**config.mk**
```make
export PLATFORM = sky130hd
export DESIGN_NAME = flip_literal_selector_flat
export DESIGN_NICKNAME = d
export VERILOG_FILES = /design/src/rtl/flip_literal_selector_pkg.sv /design/src/rtl/flip_literal_selector_if.sv /design/src/rtl/flip_literal_decide.sv /design/src/rtl/flip_literal_selector.sv /design/src/flat_wrapper.sv
export SDC_FILE = /design/constraint.sdc
export NUM_CORES = 1
export LEC_CHECK = 0
export ABC_CLOCK_PERIOD_IN_PS = 4100
export CAP_MARGIN = 0
export CORE_UTILIZATION = 47
export CTS_CLUSTER_SIZE = 30
export DETAILED_ROUTE_END_ITERATION = 10
export GPL_TIMING_DRIVEN = 0
export HOLD_SLACK_MARGIN = 0.02
export PLACE_DENSITY = 0.77
export REMOVE_ABC_BUFFERS = 1
export SYNTH_ARGS = -nofsm -noshare
export SYNTH_HDL_FRONTEND = slang
export SYNTH_SLANG_ARGS = --single-unit
```
**constraint.sdc**
```tcl
create_clock -name clk_i -period 4.1 [get_ports clk_i]
set_input_delay 0.41 -clock clk_i [delete_from_list [all_inputs] [get_ports clk_i]]
set_output_delay 0.41 -clock clk_i [all_outputs]
set_load 0.02 [all_outputs]
```
**src/rtl/flip_literal_selector_pkg.sv**
```systemverilog
// Shared definitions for the WalkSAT flip-literal selector: widths, literal
// field helpers, flip-kind encodings and the FSM state encoding.
package flip_literal_selector_pkg;

  localparam int NSAT                  = 3;
  localparam int LITERAL_ADDRESS_WIDTH = 12;
  localparam int VAR_WIDTH             = LITERAL_ADDRESS_WIDTH - 1;
  localparam int BREAK_WIDTH           = 8;
  localparam int RANDOM_NUM_WIDTH      = 18;
  localparam int NOISE_WIDTH           = 8;
  localparam int SLOT_WIDTH            = (NSAT > 1) ? $clog2(NSAT) : 1;
  localparam int COUNT_WIDTH           = $clog2(NSAT + 1);

  typedef logic [LITERAL_ADDRESS_WIDTH-1:0] lit_t;
  typedef logic [VAR_WIDTH-1:0]             var_t;
  typedef logic [BREAK_WIDTH-1:0]           break_t;
  typedef logic [SLOT_WIDTH-1:0]            slot_t;
  typedef logic [COUNT_WIDTH-1:0]           count_t;

  typedef enum logic [1:0] {
    KIND_FREEBIE = 2'd0,
    KIND_RANDOM  = 2'd1,
    KIND_GREEDY  = 2'd2,
    KIND_ERROR   = 2'd3
  } flip_kind_e;

  localparam logic [2:0] ST_IDLE   = 3'd0;
  localparam logic [2:0] ST_FETCH  = 3'd1;
  localparam logic [2:0] ST_WAIT   = 3'd2;
  localparam logic [2:0] ST_DECIDE = 3'd3;
  localparam logic [2:0] ST_OUTPUT = 3'd4;

  // Bit 0 of a literal address is its polarity.
  function automatic logic lit_polarity(input lit_t lit);
    return lit[0];
  endfunction

  // The remaining bits name the variable.
  function automatic var_t lit_var(input lit_t lit);
    return lit[LITERAL_ADDRESS_WIDTH-1:1];
  endfunction

  // An all-zero literal marks an empty clause slot.
  function automatic logic lit_used(input lit_t lit);
    return lit != '0;
  endfunction

endpackage

```
**src/rtl/flip_literal_selector_if.sv**
```systemverilog
// Break-RAM read port and flip hand-off bundle. The master side is the
// selector; the slave side is the RAM plus the downstream flip stage.
interface flip_literal_selector_if;
  import flip_literal_selector_pkg::*;

  logic       bc_rd_en_o;
  var_t       bc_rd_addr_o;
  break_t     bc_rd_data_i;
  logic       flip_valid_o;
  logic       flip_ready_i;
  var_t       flip_var_o;
  logic [1:0] flip_kind_o;

  modport master (
    output bc_rd_en_o, bc_rd_addr_o, flip_valid_o, flip_var_o, flip_kind_o,
    input  bc_rd_data_i, flip_ready_i
  );

  modport slave (
    input  bc_rd_en_o, bc_rd_addr_o, flip_valid_o, flip_var_o, flip_kind_o,
    output bc_rd_data_i, flip_ready_i
  );

endinterface

```
**src/rtl/flip_literal_decide.sv**
```systemverilog
// Combinational WalkSAT candidate picks over the registered breaks of one
// clause: lowest freebie slot, noisy random slot and lowest minimum-break slot.
module flip_literal_decide
  import flip_literal_selector_pkg::*;
(
  input  logic [NSAT-1:0] i_used,
  input  break_t          i_breaks [NSAT],
  input  logic [7:0]      i_rand_hi,
  output count_t          o_used_cnt,
  output logic            o_free_found,
  output slot_t           o_free_slot,
  output slot_t           o_random_slot,
  output slot_t           o_greedy_slot
);

  logic [15:0] w_scaled;
  count_t      w_rand_idx;
  count_t      w_seen;
  logic        w_rand_found;
  logic        w_greedy_found;
  break_t      w_min_break;

  // Count used slots and find the lowest used slot with zero break.
  always_comb begin
    // NOTE: every output gets a default before the loop, so no path leaves it unassigned and no latch is inferred.
    o_used_cnt   = '0;
    o_free_found = 1'b0;
    o_free_slot  = '0;
    for (int k = 0; k < NSAT; k++) begin
      if (i_used[k]) begin
        o_used_cnt = o_used_cnt + count_t'(1);
        if (!o_free_found && i_breaks[k] == '0) begin
          o_free_found = 1'b1;
          o_free_slot  = slot_t'(k);
        end
      end
    end
  end

  // Scale the random byte into [0, used count): always strictly below the count.
  assign w_scaled   = 16'(i_rand_hi) * 16'(o_used_cnt);
  assign w_rand_idx = count_t'(w_scaled >> 8);

  // Walk used slots in ascending order and stop at the idx-th one.
  always_comb begin
    w_seen        = '0;
    w_rand_found  = 1'b0;
    o_random_slot = '0;
    for (int k = 0; k < NSAT; k++) begin
      if (i_used[k]) begin
        if (!w_rand_found && w_seen == w_rand_idx) begin
          w_rand_found  = 1'b1;
          o_random_slot = slot_t'(k);
        end
        w_seen = w_seen + count_t'(1);
      end
    end
  end

  // Minimum break over used slots; strict compare keeps the lowest slot on ties.
  always_comb begin
    w_greedy_found = 1'b0;
    w_min_break    = '0;
    o_greedy_slot  = '0;
    for (int k = 0; k < NSAT; k++) begin
      if (i_used[k] && (!w_greedy_found || i_breaks[k] < w_min_break)) begin
        w_greedy_found = 1'b1;
        w_min_break    = i_breaks[k];
        o_greedy_slot  = slot_t'(k);
      end
    end
  end

endmodule

```
**src/rtl/flip_literal_selector.sv**
```systemverilog
// Takes one unsatisfied clause, reads the break count of each used literal
// serially from the break RAM, applies WalkSAT selection and hands the chosen
// variable to the flip stage over a valid/ready handshake.
module flip_literal_selector
  import flip_literal_selector_pkg::*;
(
  input  logic                                  clk_i,
  input  logic                                  rst_i,
  input  logic                                  clause_valid_i,
  input  logic [NSAT*LITERAL_ADDRESS_WIDTH-1:0] clause_i,
  input  logic [RANDOM_NUM_WIDTH-1:0]           random_i,
  input  logic [NOISE_WIDTH-1:0]                noise_i,
  input  logic                                  clear_debug_DROP_i,
  output logic                                  busy_o,
  output logic                                  debug_DROP_o,
  flip_literal_selector_if.master               bus
);

  logic [2:0]      r_state;
  slot_t           r_slot;
  var_t            r_vars [NSAT];
  logic [NSAT-1:0] r_used;
  break_t          r_breaks [NSAT];
  logic            r_cap_used;
  slot_t           r_cap_slot;
  logic            r_flip_valid;
  var_t            r_flip_var;
  flip_kind_e      r_flip_kind;
  logic            r_drop;

  logic            w_rd_en;
  count_t          w_used_cnt;
  logic            w_free_found;
  slot_t           w_free_slot;
  slot_t           w_random_slot;
  slot_t           w_greedy_slot;
  logic            w_noisy;
  slot_t           w_pick;
  flip_kind_e      w_kind;
  var_t            w_var;
  logic            w_unused_rand;

  // Only the low 16 bits of the PRNG word feed the decision.
  assign w_unused_rand = ^random_i[RANDOM_NUM_WIDTH-1:16];

  assign w_rd_en           = (r_state == ST_FETCH) && r_used[r_slot];
  assign bus.bc_rd_en_o    = w_rd_en;
  assign bus.bc_rd_addr_o  = w_rd_en ? r_vars[r_slot] : '0;
  assign bus.flip_valid_o  = r_flip_valid;
  assign bus.flip_var_o    = r_flip_var;
  assign bus.flip_kind_o   = r_flip_kind;
  assign busy_o            = (r_state != ST_IDLE);
  assign debug_DROP_o      = r_drop;

  // Sequence a clause through fetch, capture drain, decision and hand-off.
  always_ff @(posedge clk_i) begin
    // NOTE: sequential state uses non-blocking assignments so every flop samples pre-edge values.
    if (rst_i) begin
      r_state <= ST_IDLE;
      r_slot  <= '0;
      r_used  <= '0;
      for (int k = 0; k < NSAT; k++) r_vars[k] <= '0;
    end else begin
      case (r_state)
        ST_IDLE: begin
          if (clause_valid_i) begin
            r_state <= ST_FETCH;
            r_slot  <= '0;
            for (int k = 0; k < NSAT; k++) begin
              r_vars[k] <= lit_var(clause_i[k*LITERAL_ADDRESS_WIDTH +: LITERAL_ADDRESS_WIDTH]);
              r_used[k] <= lit_used(clause_i[k*LITERAL_ADDRESS_WIDTH +: LITERAL_ADDRESS_WIDTH]);
            end
          end
        end
        ST_FETCH: begin
          if (r_slot == slot_t'(NSAT - 1)) r_state <= ST_WAIT;
          else                             r_slot  <= r_slot + slot_t'(1);
        end
        ST_WAIT:   r_state <= ST_DECIDE;
        ST_DECIDE: r_state <= ST_OUTPUT;
        ST_OUTPUT: if (bus.flip_ready_i) r_state <= ST_IDLE;
        default:   r_state <= ST_IDLE;
      endcase
    end
  end

  // Capture each read datum one cycle after its request; the delayed tag marks a real read.
  always_ff @(posedge clk_i) begin
    if (rst_i) begin
      r_cap_used <= 1'b0;
      r_cap_slot <= '0;
      // NOTE: the break file is only NSAT registers, so it is reset with everything else; a true RAM would not be.
      for (int k = 0; k < NSAT; k++) r_breaks[k] <= '0;
    end else begin
      r_cap_used <= w_rd_en;
      r_cap_slot <= r_slot;
      if (r_cap_used) r_breaks[r_cap_slot] <= bus.bc_rd_data_i;
    end
  end

  flip_literal_decide u_decide (
    .i_used        (r_used),
    .i_breaks      (r_breaks),
    .i_rand_hi     (random_i[15:8]),
    .o_used_cnt    (w_used_cnt),
    .o_free_found  (w_free_found),
    .o_free_slot   (w_free_slot),
    .o_random_slot (w_random_slot),
    .o_greedy_slot (w_greedy_slot)
  );

  assign w_noisy = (random_i[7:0] < noise_i);

  // WalkSAT priority: empty clause, then freebie, then noisy pick, then greedy.
  always_comb begin
    w_kind = KIND_ERROR;
    w_pick = '0;
    if (w_used_cnt == '0) begin
      w_kind = KIND_ERROR;
    end else if (w_free_found) begin
      w_kind = KIND_FREEBIE;
      w_pick = w_free_slot;
    end else if (w_noisy) begin
      w_kind = KIND_RANDOM;
      w_pick = w_random_slot;
    end else begin
      w_kind = KIND_GREEDY;
      w_pick = w_greedy_slot;
    end
  end

  assign w_var = (w_kind == KIND_ERROR) ? '0 : r_vars[w_pick];

  // Register the decision in DECIDE and hold it until the consumer accepts.
  always_ff @(posedge clk_i) begin
    if (rst_i) begin
      r_flip_valid <= 1'b0;
      r_flip_var   <= '0;
      r_flip_kind  <= KIND_FREEBIE;
    end else if (r_state == ST_DECIDE) begin
      r_flip_valid <= 1'b1;
      r_flip_var   <= w_var;
      r_flip_kind  <= w_kind;
    end else if (r_state == ST_OUTPUT && bus.flip_ready_i) begin
      r_flip_valid <= 1'b0;
    end
  end

  // Sticky flag for clauses that arrive while busy; clear wins over set.
  always_ff @(posedge clk_i) begin
    if (rst_i)                                        r_drop <= 1'b0;
    else if (clear_debug_DROP_i)                      r_drop <= 1'b0;
    else if (clause_valid_i && r_state != ST_IDLE)    r_drop <= 1'b1;
  end

endmodule

```
**src/flat_wrapper.sv**
```systemverilog
// flat-port wrapper written by rule: the top's interface ports become plain ports
module flip_literal_selector_flat import flip_literal_selector_pkg::*;
  (clk_i, rst_i, clause_valid_i, clause_i, random_i, noise_i, clear_debug_DROP_i, busy_o, debug_DROP_o, bus_bc_rd_en_o, bus_bc_rd_addr_o, bus_flip_valid_o, bus_flip_var_o, bus_flip_kind_o, bus_bc_rd_data_i, bus_flip_ready_i);
  flip_literal_selector_if bus_i ();
  input  logic clk_i;
  input  logic rst_i;
  input  logic clause_valid_i;
  input  logic [NSAT*LITERAL_ADDRESS_WIDTH-1:0] clause_i;
  input  logic [RANDOM_NUM_WIDTH-1:0] random_i;
  input  logic [NOISE_WIDTH-1:0] noise_i;
  input  logic clear_debug_DROP_i;
  output logic busy_o;
  output logic debug_DROP_o;
  output wire logic [$bits(bus_i.bc_rd_en_o)-1:0] bus_bc_rd_en_o;
  output wire logic [$bits(bus_i.bc_rd_addr_o)-1:0] bus_bc_rd_addr_o;
  output wire logic [$bits(bus_i.flip_valid_o)-1:0] bus_flip_valid_o;
  output wire logic [$bits(bus_i.flip_var_o)-1:0] bus_flip_var_o;
  output wire logic [$bits(bus_i.flip_kind_o)-1:0] bus_flip_kind_o;
  input wire logic [$bits(bus_i.bc_rd_data_i)-1:0] bus_bc_rd_data_i;
  input wire logic [$bits(bus_i.flip_ready_i)-1:0] bus_flip_ready_i;
  assign bus_bc_rd_en_o = bus_i.bc_rd_en_o;
  assign bus_bc_rd_addr_o = bus_i.bc_rd_addr_o;
  assign bus_flip_valid_o = bus_i.flip_valid_o;
  assign bus_flip_var_o = bus_i.flip_var_o;
  assign bus_flip_kind_o = bus_i.flip_kind_o;
  assign bus_i.bc_rd_data_i = bus_bc_rd_data_i;
  assign bus_i.flip_ready_i = bus_flip_ready_i;
  flip_literal_selector u_core (.clk_i(clk_i), .rst_i(rst_i), .clause_valid_i(clause_valid_i), .clause_i(clause_i), .random_i(random_i), .noise_i(noise_i), .clear_debug_DROP_i(clear_debug_DROP_i), .busy_o(busy_o), .debug_DROP_o(debug_DROP_o), .bus(bus_i));
endmodule
```
==> results.yml <==
outcome:
  outcome: "complete, no violations"
die:
  rows: 36
  initial_utilization_pct: 49.0
  core_area_sq_um: 9910
  dieArea_sq_um: 10800
  die_y_um: 104
  io_pins: 103
  dieWidth_um: 104
sta:
  worstMarginPinSlew_ns: 1.29
  hold_viol: 0
  post-route-period-util_pct: 95.4
  worst_slack_ns: 0.188
  slew_headroom_pct: 13.6
  drv_slew: 0
  setup_viol_count_final: 0
  fin_crit_ns: 3.91
  fin_worst_skew_ns: 0.0194
  rsz0062_at_grt: "no"
  max_freq_mhz: 256
yosys:
  synth.area.top_cells: "dfxtp_1 (21%), edfxtp_1 (20%), ha_1 (8.0%)"
  synth_ff_type: "dfxtp_1"
  async_reset_ff_share_pct: 0
  yosys.area.top_type: "dfxtp_1"
  synth_cell_types: 56
  syn_area_sq_um: 4860
  ys_seq_area_share_pct: 41.8
  synth_top_cells_by_count: "dfxtp_1 (52), nor2_1 (45), and2_1 (39)"
  synth_enable_flop_cells: 33
  yosysMostFrequentCell: "dfxtp_1"
  ys_seq_elements: 85
  syn_avg_cell_area_sq_um: 9.60
  yosysTopAreaCellShare_pct: 21.4
  netlist_instances: 506
  yosys_warnings: 0
global_route:
  grt_pass1_vias: 4281
  grt_pass1_wl_um: 20400
  grt_max_degree: 42
  grt_antenna_before_repair: 0
  grt-ovfl-total: 0
  grt.total_usage_pct: 23.5
drt:
  drt-initial-drc-count: 289
  drt-vias-per-instance: 5.71
  drc: 0
  first_pass_iters: 4
  wl_um: 12700
  vias: 4228
  wl_per_cell_um: 17.1
  postRouteAntennaNets: 0
worst_setup_path:
  path_max_fanout: 9
  required_ns: 4.38
  cp-start-kind: "flop"
  criticalPathCategory: "reg2reg"
  arrival_ns: 4.19
  endpoint_kind: "flop"
clocking:
  clkTransAtPathRegs_ns: 0.10
  ctsHoldBuffers: 0
  cts_tree: "built"
  clock_path_buffers: 2
  htree_num_levels: 3
  cts_buffers: 9
  cts_sinks: 85
  insertion_delay_ns: 0.37
  cts_root_buf: "clkbuf_8"
finish:
  nNetsFinal: 709
  antenna_cells: 0
  n_fill_cell: 813
  layout.cells.non_filler: 741
  syn_to_final_growth_pct: 30.3
  final_layout_size_suffix_gt1_share_pct: 12.2
power:
  p_leak_nw: 2.53
  irDropWorstVdd_mv: 0.192
  power.density_nw_per_um2: 330
job:
  max-cap-violations: 0
min_path:
  hp-class: "reg2reg"
place:
  dp_hpwl_um: 8970
  pre_cts_slack_ns: -0.636
  place_congestion: 0.826
  placedCellCount: 717
  io_buffers: 100
==> registers in the layout (all words and copies together), names as in the netlist, named ones only <==
signal                   flops
u_core.bus.flip_kind_o       2
u_core.r_cap_used            1
u_core.debug_DROP_o          1
u_core.r_vars               33
u_core.r_state               3
u_core.bus.flip_var_o       11
u_core.bus.flip_valid_o      1
u_core.r_cap_slot            2
u_core.r_slot                2
u_core.r_used                3
u_core.r_breaks             24
==> power breakdown <==
part	internal, W	total (W)	switching [W]
combinational	0.000237	0.000496	0.000258
sequential	0.000933	0.000984	0.0000508
clock	0.000289	0.000607	0.000318
total	0.00146	0.00209	0.000627
==> metrics by stage <==
stage | hold WS (ns) | utilization, % | instance area [sq um] | power [W] | TNS, ns
after floorplan | 0.477 | - | 4730 | 0.00124 | -3.74
after global placement | 0.448 | 59.5 | 5900 | 0.00140 | -16.14
after detailed placement | 0.459 | 60.1 | 5950 | 0.00143 | -6.29
after CTS | 0.484 | 62.4 | 6180 | 0.00204 | 0
after global routing | 0.502 | 63.9 | 6330 | 0.00219 | 0
final | 0.478 | 63.9 | 6330 | 0.00209 | 0
==> layout make-up <==
cell class                      count  area (sq um)  area share (%)
Sequential cell                    85          2040            32.2
Clock buffer                       10           128            2.02
Timing Repair Buffer              109          1080            17.0
Tap cell                          133           166            2.63
Multi-Input combinational cell    368          2730            43.2
Inverter                           30           116            1.84
Clock inverter                      6          71.3            1.13
==> worst max-delay path, cell delays in order, from the launching register on <==
cell and delay, ns:
dfxtp_4 0.39, buf_2 0.18, buf_4 0.15, ha_1 0.25, or2_4 0.29, and3_2 0.21, ha_1 0.31, and3_2 0.21
o21ai_1 0.15, o211ai_2 0.12, or4b_1 0.53, nand4_1 0.13, nand3_2 0.16, or4_4 0.54, o221ai_2 0.19
==> final timing paths <==
kind / startpoint / cells past startpoint / slack (ns) / to
worst max-delay path: u_core.r_used[0] / 14 / 0.19 / u_core.bus.flip_var_o[1]
worst min-delay path: u_core.bus.flip_var_o[0] / 2 / 0.48 / u_core.bus.flip_var_o[0]
worst max register to register: u_core.r_used[0] / 14 / 0.19 / u_core.bus.flip_var_o[1]
worst min register to register: u_core.bus.flip_var_o[0] / 2 / 0.48 / u_core.bus.flip_var_o[0]
==> per-layer routing <==
metal  GRT usage, %  routed length (um)  vias to the layer above
met4           6.94                 303                        0
li1               -                   -                     2027
met2           41.9                6290                      170
met3           5.66                 895                       31
met1           28.0                5170                     2000
met5              0                   0                        -
==> logic make-up after synthesis <==
family	after synthesis	share of synthesized area, %
DFF	85	41.8
muxes	38	7.83
adders and majority gates	31	7.98
xor gates and xnor gates	1	0.180
and+or+nand+nor	201	22.5
AOI/OAI and AO/OA	95	14.7
buffers and inverters	55	4.94
==> cells in the final DEF, fill, tap and decap left out, types with 4 or more instances in the layout <==
cell / count
clkdlybuf4s50_1: 99
dfxtp_1: 49
nor2_1: 44
and2_1: 39
mux2i_1: 34
edfxtp_1: 33
nand2_1: 31
ha_1: 30
inv_1: 29
a211oi_1: 23
a21oi_1: 19
nor2b_1: 18
nor3_1: 12
nor4_1: 12
o21ai_0: 12
nand3_1: 10
o221ai_2: 10
clkbuf_8: 9
and3_2: 8
buf_4: 5
a21o_1: 4
mux2i_2: 4
==> timing repair <==
action | CTS | global route
endpoints found under the setup margin | 11 | 11
pin swaps | 0 | 5
gates cloned | 0 | 2
setup buffers | 0 | 6
gates resized for setup | 6 | 23
Power figures use the tool's default switching activity.
